--- src/rtl/i2c_pkg.sv ---
// Shared I2C definitions: receive-engine state encoding and default timing
// constants used by both the controller and the byte receiver.
package i2c_pkg;

    typedef enum logic [1:0] {
        IDLE,
        BITS,
        ACK_WAIT,
        ACK
    } rx_state_t;

    localparam int unsigned BYTE_BITS      = 8;
    localparam int unsigned FILTER_LEN_DEF = 4;   // 80 ns at 50 MHz
    localparam int unsigned HOLD_CYC_DEF   = 15;  // 300 ns SDA hold at 50 MHz

endpackage

--- src/rtl/i2c_glitch_filter.sv ---
// Two-flop synchroniser followed by a persistence filter: the output only
// follows the input after FILTER_LEN consecutive differing samples.
module i2c_glitch_filter
    import i2c_pkg::*;
#(
    parameter int unsigned FILTER_LEN = FILTER_LEN_DEF
) (
    input  logic CLK,
    input  logic rst,
    input  logic din,
    output logic dout
);

    localparam int unsigned CNT_W = $clog2(FILTER_LEN + 1);

    logic [1:0]       sync;
    logic [CNT_W-1:0] cnt;

    always_ff @(posedge CLK or negedge rst) begin
        if (!rst) begin
            sync <= 2'b11;
            cnt  <= '0;
            dout <= 1'b1;
        end else begin
            sync <= {sync[0], din};
            if (sync[1] == dout) begin
                cnt <= '0;
            end else if (cnt == CNT_W'(FILTER_LEN - 1)) begin
                dout <= sync[1];
                cnt  <= '0;
            end else begin
                cnt <= cnt + CNT_W'(1);
            end
        end
    end

endmodule

--- src/rtl/i2c_byte_rx.sv ---
// I2C receive byte engine: conditions SCL/SDA, detects START/STOP, shifts in
// bytes MSB first and drives the ninth-bit ACK/NACK with a fixed hold time.
module i2c_byte_rx
    import i2c_pkg::*;
#(
    parameter int unsigned FILTER_LEN = FILTER_LEN_DEF,
    parameter int unsigned HOLD_CYC   = HOLD_CYC_DEF
) (
    input  logic                 CLK,
    input  logic                 rst,
    input  logic                 scl_in,
    input  logic                 sda_in,
    input  logic                 rx_en,
    input  logic                 ack_en,
    output logic                 sda_oe,
    output logic [BYTE_BITS-1:0] rx_data,
    output logic                 rx_valid,
    output logic                 start_det,
    output logic                 stop_det,
    output logic                 busy
);

    localparam int unsigned HOLD_W = $clog2(HOLD_CYC + 1);
    localparam int unsigned CNT_W  = 4;

    logic scl_f, sda_f, scl_fd, sda_fd;
    logic scl_rise, scl_fall, sda_rise, sda_fall;
    logic start_c, stop_c;

    rx_state_t            state, state_nxt;
    logic [CNT_W-1:0]     bit_cnt, bit_cnt_nxt;
    logic [BYTE_BITS-1:0] shreg, shreg_nxt;
    logic [HOLD_W-1:0]    hold_cnt, hold_nxt;
    logic                 ack_lat, ack_lat_nxt;
    logic                 sda_oe_nxt, rx_valid_nxt, busy_nxt;
    logic [BYTE_BITS-1:0] rx_data_nxt;

    i2c_glitch_filter #(.FILTER_LEN(FILTER_LEN)) u_scl_filt (
        .CLK  (CLK),
        .rst  (rst),
        .din  (scl_in),
        .dout (scl_f)
    );

    i2c_glitch_filter #(.FILTER_LEN(FILTER_LEN)) u_sda_filt (
        .CLK  (CLK),
        .rst  (rst),
        .din  (sda_in),
        .dout (sda_f)
    );

    // One-cycle edge strobes off the filtered lines
    always_ff @(posedge CLK or negedge rst) begin
        if (!rst) begin
            scl_fd   <= 1'b1;
            sda_fd   <= 1'b1;
            scl_rise <= 1'b0;
            scl_fall <= 1'b0;
            sda_rise <= 1'b0;
            sda_fall <= 1'b0;
        end else begin
            scl_fd   <= scl_f;
            sda_fd   <= sda_f;
            scl_rise <= scl_f & ~scl_fd;
            scl_fall <= ~scl_f & scl_fd;
            sda_rise <= sda_f & ~sda_fd;
            sda_fall <= ~sda_f & sda_fd;
        end
    end

    // Bus conditions are ignored while we drive SDA ourselves or are disabled
    assign start_c = rx_en & ~sda_oe & sda_fall & scl_f;
    assign stop_c  = rx_en & ~sda_oe & sda_rise & scl_f;

    always_ff @(posedge CLK or negedge rst) begin
        if (!rst) begin
            state     <= IDLE;
            bit_cnt   <= '0;
            shreg     <= '0;
            hold_cnt  <= '0;
            ack_lat   <= 1'b0;
            sda_oe    <= 1'b0;
            rx_data   <= '0;
            rx_valid  <= 1'b0;
            start_det <= 1'b0;
            stop_det  <= 1'b0;
            busy      <= 1'b0;
        end else begin
            state     <= state_nxt;
            bit_cnt   <= bit_cnt_nxt;
            shreg     <= shreg_nxt;
            hold_cnt  <= hold_nxt;
            ack_lat   <= ack_lat_nxt;
            sda_oe    <= sda_oe_nxt;
            rx_data   <= rx_data_nxt;
            rx_valid  <= rx_valid_nxt;
            start_det <= start_c;
            stop_det  <= stop_c;
            busy      <= busy_nxt;
        end
    end

    always_comb begin
        state_nxt    = state;
        bit_cnt_nxt  = bit_cnt;
        shreg_nxt    = shreg;
        hold_nxt     = hold_cnt;
        ack_lat_nxt  = ack_lat;
        sda_oe_nxt   = sda_oe;
        rx_data_nxt  = rx_data;
        rx_valid_nxt = 1'b0;
        busy_nxt     = busy;

        if (!rx_en || stop_c) begin
            state_nxt  = IDLE;
            sda_oe_nxt = 1'b0;
            busy_nxt   = 1'b0;
            hold_nxt   = '0;
        end else if (start_c) begin
            // START or repeated START always restarts the byte
            state_nxt   = BITS;
            bit_cnt_nxt = '0;
            sda_oe_nxt  = 1'b0;
            busy_nxt    = 1'b1;
            hold_nxt    = '0;
        end else begin
            case (state)
                IDLE: begin
                    sda_oe_nxt = 1'b0;
                    busy_nxt   = 1'b0;
                end
                BITS: begin
                    if (scl_rise) begin
                        shreg_nxt = {shreg[BYTE_BITS-2:0], sda_f};
                        if (bit_cnt < CNT_W'(BYTE_BITS)) begin
                            bit_cnt_nxt = bit_cnt + CNT_W'(1);
                        end
                        if (bit_cnt == CNT_W'(BYTE_BITS - 1)) begin
                            rx_data_nxt  = {shreg[BYTE_BITS-2:0], sda_f};
                            rx_valid_nxt = 1'b1;
                            ack_lat_nxt  = ack_en;
                            state_nxt    = ACK_WAIT;
                        end
                    end
                end
                ACK_WAIT: begin
                    if (scl_fall) begin
                        hold_nxt = HOLD_W'(HOLD_CYC);
                    end else if (hold_cnt == HOLD_W'(1)) begin
                        hold_nxt   = '0;
                        sda_oe_nxt = ack_lat;
                        state_nxt  = ACK;
                    end else if (hold_cnt != '0) begin
                        hold_nxt = hold_cnt - HOLD_W'(1);
                    end
                end
                ACK: begin
                    // The ninth rising edge needs no action; release after its fall
                    if (scl_fall) begin
                        hold_nxt = HOLD_W'(HOLD_CYC);
                    end else if (hold_cnt == HOLD_W'(1)) begin
                        hold_nxt    = '0;
                        sda_oe_nxt  = 1'b0;
                        bit_cnt_nxt = '0;
                        state_nxt   = BITS;
                    end else if (hold_cnt != '0) begin
                        hold_nxt = hold_cnt - HOLD_W'(1);
                    end
                end
                default: begin
                    state_nxt  = IDLE;
                    sda_oe_nxt = 1'b0;
                    busy_nxt   = 1'b0;
                end
            endcase
        end
    end

endmodule
--- config.mk ---
export PLATFORM = sky130hd
export DESIGN_NAME = i2c_byte_rx
export DESIGN_NICKNAME = d
export VERILOG_FILES = /design/src/rtl/i2c_pkg.sv /design/src/rtl/i2c_glitch_filter.sv /design/src/rtl/i2c_byte_rx.sv
export SDC_FILE = /design/constraint.sdc
export NUM_CORES = 1
export LEC_CHECK = 0
export ABC_AREA = 1
export ABC_CLOCK_PERIOD_IN_PS = 2710
export CORE_MARGIN = 10
export CORE_UTILIZATION = 61
export DETAILED_ROUTE_END_ITERATION = 6
export PLACE_DENSITY = 0.92
export SYNTH_ARGS = -nofsm -noshare
export SYNTH_HDL_FRONTEND = slang
export SYNTH_SLANG_ARGS = --single-unit
--- constraint.sdc ---
create_clock -name CLK -period 2.71 [get_ports CLK]
set_clock_uncertainty 0.1 [all_clocks]
set_input_delay 0.542 -clock CLK [delete_from_list [all_inputs] [get_ports CLK]]
set_output_delay 0.542 -clock CLK [all_outputs]
set_load 0.02 [all_outputs]
==> results of run 1 <==
-- cells by family after synthesis --
| logic type | synth area share |
|---|---|
| AO/OA/AOI/OAI | 0.101 |
| XOR/XNOR | 0.0195 |
| adder cells (fa/ha/maj) | 0.0278 |
| buffers and inverters | 0.0607 |
| flip-flops | 0.550 |
| AND/OR/NAND/NOR | 0.241 |
-- placed cells by master, fill, tap and decap left out, types with 2 or more instances in the layout --
| cell | synthesis | routed |
|---|---|---|
| nand3_1 | 9 | 9 |
| ha_1 | 5 | 5 |
| nand2_1 | 45 | 45 |
| bufinv_16 | 0 | 2 |
| nor3_1 | 4 | 4 |
| dfstp_2 | 8 | 8 |
| nand2_4 | 3 | 3 |
| nand4_1 | 3 | 3 |
| nor2_4 | 2 | 2 |
| nor2_2 | 3 | 3 |
| inv_1 | 25 | 25 |
| nor3b_1 | 2 | 2 |
| o22ai_1 | 2 | 2 |
| nor2_1 | 17 | 17 |
| xnor2_1 | 4 | 4 |
| o21ai_0 | 2 | 2 |
| clkdlybuf4s50_1 | 0 | 17 |
| dfrtp_1 | 41 | 41 |
| a21oi_1 | 4 | 4 |
| o21ai_2 | 7 | 7 |
| o21ai_1 | 14 | 14 |
| nor3_2 | 2 | 2 |
| nand2_2 | 11 | 11 |
| clkinv_2 | 1 | 2 |
| inv_2 | 3 | 3 |
| clkbuf_8 | 0 | 5 |
-- per-stage QoR --
step | cell area, um2 | util | cells | power (mW)
after global routing | 2600 | 0.754 | 298 | 2.63
final | 2600 | 0.754 | 298 | 2.45
after CTS | 2600 | 0.754 | 298 | 2.48
after detailed placement | 2460 | 0.715 | 290 | 1.87
after global placement | 2460 | 0.715 | 290 | 1.82
after floorplan | 2250 | - | 227 | 1.67
-- final cells by class --
cell class | instances | area [um2] | share of cell area
Sequential cell | 49 | 1240 | 0.476
Clock buffer | 5 | 68.8 | 0.0265
Inverter | 29 | 110 | 0.0424
Tap cell | 46 | 57.6 | 0.0222
Multi-Input combinational cell | 147 | 876 | 0.337
Clock inverter | 3 | 65.1 | 0.0251
Timing Repair Buffer | 19 | 183 | 0.0704
-- sequential cells by signal, indices dropped and copies added, names as in the netlist, 2 cells and up --
signal	count
u_sda_filt.sync	2
rx_data	8
u_scl_filt.cnt	3
u_sda_filt.cnt	3
state	2
bit_cnt	4
shreg	7
u_scl_filt.sync	2
hold_cnt	4
-- final timing paths --
| kind | end | slack (ps) | cells past startpoint |
|---|---|---|---|
| max in group asynchronous | rx_data[3] | 1900 | 2 |
| min | hold_cnt[2] | 230 | 2 |
| max | sda_oe | 550 | 1 |
| min in group CLK | u_scl_filt.sync[1] | 260 | 0 |
| max reg2reg | ack_lat | 980 | 7 |
| min reg2reg | u_scl_filt.sync[1] | 260 | 0 |
-- power groups by stage --
stage | registers [mW] | clock network, mW | logic [mW]
after floorplan | 1.06 | 0 | 0.602
final | 1.07 | 0.593 | 0.785
after global placement | 1.07 | 0 | 0.753
after global routing | 1.09 | 0.647 | 0.887
after CTS | 1.07 | 0.612 | 0.795
after detailed placement | 1.08 | 0 | 0.785
-- cells in the mapped netlist (all sizes together) --
library cell	instances
a21oi	5
buf	2
clkinv	1
dfrtp	41
dfstp	8
ha	5
inv	28
nand2	60
nand3	9
nand4	3
nor2	23
nor3	6
nor3b	2
o211ai	1
o21a	1
o21ai	24
o22ai	2
or2	1
xnor2	4
xor2	1
-- layer usage --
layer,vias to the layer above,routed length (um),GRT usage
met2,22,1990,0.217
met5,-,0,0
met3,8,157,0.0434
li1,770,-,-
met1,701,1650,0.156
met4,0,81,0.0623
==> run metrics, run 1 <==
Root Buffer clkbuf_8; WP data arrival 1520 ps; post-route setup slack 553 ps; total of max-cap violations 0; Layout fillers 234; Tot GR Track Use 0.133; DR vias 1501; pre-CTS WS 471 ps; Core ar. 3440 um2; post-CTS setup buffers 0; CTS sink cnt 49; synth top area cells dfrtp_1 46%, dfstp_2 9.3%, nand2_1 7.5%, inv_1 4.2%, o21ai_1 3.1%; Leakage Power 1.25 nW; yosys warns 0; HPWL Detailed 2810 um; crit-path max cell delay 680 ps; CTS tree built; Setup TNS 0 ps; initial antenna violation count 0; detailed router's first-iteration violation count 118; worst hold path type in -> async; vias per inst 5.04; Avg WL per Cell 13.0 um; CTS clk-pin slew, worst paths 80 ps; Synth top area share 0.456; antenna violation net count after detailed routing 0; drc violations 0; Layout area overhead 15.5%; I/O Buffers 18; Starting Density 0.653; Crit Path Class reg -> out; Clock power frac 0.242; worst hold slack 227 ps; outcome completed; vias in the first global route 1589; internal power 1.58 mW; Worst Tran Pin Value 577 ps; Max FO, Critical Path 6; Setup crit start sda_oe; final hold violations 0; first-pass GRT wire length 6910 um; Clock Tree Buf Depth 2; CP delay by family, top buffers and inverters; clock latency on the worst-skew pair 300 ps; Num CTS Buffers 5; Max Fclk 464 MHz; Seq/Total Area, Yosys 0.550; Site Rows 21; VDD IR max 569 uV; Routed WL 3870 um; area leader, netlist dfrtp_1; Req. time, crit path 2070 ps; die width 80.7 um; crit start category register; fin crit share 0.796; CP max stage cell clkdlybuf4s50_1; power density over the cells 942 nW/um2; total grt overflow 0; NetSw 0.863 mW; Final Setup Violations 0; CP Buf/Inv Count 1; hold buffers post-CTS 0; Sw Share 0.353; RePlAce Congestion 0.829; max-slew violations 0; pin count of the biggest net entering global routing 50; Max transition margin 0.615; total die area 6510 um2; synthesized netlist cell count 227; CP Capture Type primary output; post-synthesis area per instance 9.90 um2; Netlist cell types 33; H-tree depth 2; worst-path cell chain clkdlybuf4s50_1; #FFs+latches synth 49; syn_nets 238; # nets final 262; Reg power frac 0.437; reg2reg start u_scl_filt.dout; # IOs 19; diode count 0; Final min period 2160 ps; drt pass-1 iters 4; die height 80.7 um; post_cts resized 0; Comb pwr share 0.321; Post-Syn Area 2250 um2; layout cells sized above 1 0.222; RSZ-0062 raised after global routing false
Note: power is estimated with default switching activity, not from simulation.
==> run 2, diff against run 1 <==
ABC_CLOCK_PERIOD_IN_PS = 2240   (was 2710)
CORE_UTILIZATION = 57   (was 61)
PLACE_DENSITY = 0.88   (was 0.92)
clock period = 2.24 ns   (was 2.71 ns; I/O delays follow)
==> run 2 against run 1 <==
Effect of this change: die area is 5.3% higher; power is 12% higher; routed wire length is 2.8% lower; critical path depth stayed put; global-route usage is 1.7 points lower; register-to-register slack worse by 430 ps; final area is 1.1% lower; hold slack worse by 230 ps.
==> run metrics, run 2 (synthesized netlist as in run 1, its figures left out) <==
outcome completed; CP max stage cell clkdlybuf4s50_1; Final min period 2040 ps; layout cells sized above 1 0.224; Req. time, crit path 1690 ps; Layout fillers 304; antenna violation net count after detailed routing 0; Final Setup Violations 0; post-CTS setup buffers 0; CP Capture Type primary output; max reg flops 8; post-route setup slack 196 ps; CP delay by family, top buffers and inverters; Worst Tran Pin Value 511 ps; commonest non-fill, non-tap cell in the layout nand2_1; pin count of the biggest net entering global routing 25; Num CTS Buffers 5; worst hold path type in -> async; vias in the first global route 1514; VDD IR max 828 uV; post_cts resized 0; Max transition margin 0.659; Starting Density 0.601; final hold violations 0; drt pass-1 iters 4; I/O Buffers 18; Crit Path Class reg -> out; H-tree depth 2; # IOs 19; largest register by flop count rx_data; top flop regs rx_data (8), shreg (7); Pwr Total 2.73 mW; Site Rows 22; Avg WL per Cell 12.5 um; hold buffers post-CTS 0; Routed WL 3770 um; total stage count of the critical path 1; fin crit share 0.913; power density over the cells 1060 nW/um2; drc violations 0; detailed router's first-iteration violation count 47; pre-CTS WS 109 ps; Core ar. 3740 um2; total die area 6860 um2; # nets final 264; Clock Tree Buf Depth 2; WP data arrival 1500 ps; CTS clk-pin slew, worst paths 90 ps; Max Fclk 489 MHz; CTS sink cnt 49; worst hold slack 1.66 ps; RePlAce Congestion 0.798; most frequent cells in the layout 45 x nand2_1, 41 x dfrtp_1, 25 x inv_1, 17 x nor2_1, 17 x clkdlybuf4s50_1; Root Buffer clkbuf_8; CTS tree built; max-slew violations 0; die width 82.8 um; vias per inst 5.04; diode count 0; worst-path cell chain clkdlybuf4s50_1; CP Buf/Inv Count 1; RSZ-0062 raised after global routing false; total of max-cap violations 0; initial antenna violation count 0; Leakage Power 1.23 nW; crit start category register; DR vias 1522; Tot GR Track Use 0.117; die height 82.8 um; clock latency on the worst-skew pair 300 ps; Max FO, Critical Path 6; crit-path max cell delay 670 ps; Layout area overhead 14.2%; total grt overflow 0; Setup TNS 0 ps; HPWL Detailed 2810 um; FF-to-FF path depth 7; first-pass GRT wire length 6890 um
run 2: changes by cell type in the layout (fill, tap and decap cells not counted), sizes merged:
cell,before,now
buf,2,4
bufinv,2,0
clkinvlp,0,2
clkbuf,5,6
clkinv,2,1
run 2: worst paths after layout:
check                                   start            endpoint  slack [ps]
max                                    sda_oe              sda_oe         200
min                                       rst         hold_cnt[2]           2
min reg2reg                u_scl_filt.sync[0]  u_scl_filt.sync[1]         260
min in group CLK           u_scl_filt.sync[0]  u_scl_filt.sync[1]         260
max reg2reg                   u_scl_filt.dout             ack_lat         550
max in group asynchronous                 rst     u_scl_filt.dout        1390
run 2: per-layer routing:
layer | vias up | global-route usage | share of wire
met3 | 4 | 0.0400 | 0.037
met5 | - | 0 | 0
li1 | 770 | - | -
met2 | 17 | 0.200 | 0.50
met1 | 731 | 0.130 | 0.45
met4 | 0 | 0.0415 | 0.0096
run 2: per-stage QoR:
step | instance area (um2) | util | cells
2_1_floorplan | 2250 | - | 227
6_report | 2570 | 0.686 | 302
3_5_place_dp | 2480 | 0.662 | 294
4_1_cts | 2570 | 0.686 | 302
5_1_grt | 2570 | 0.686 | 302
3_3_place_gp | 2480 | 0.662 | 294
run 2: report_power, final:
part,internal (mW),switching (mW)
combinational,0.361,0.572
clock,0.220,0.291
sequential,1.11,0.175
total,1.69,1.04
run 2: layout make-up:
class                      count  area (um2)  area share
clock buffer                   6        72.6      0.0283
clock inverter                 2        15.0     0.00585
inverter                      29         110      0.0429
multi-input combinational    147         876       0.341
sequential                    49        1240       0.481
tap                           48        60.1      0.0234
timing repair buffer          21         198      0.0770
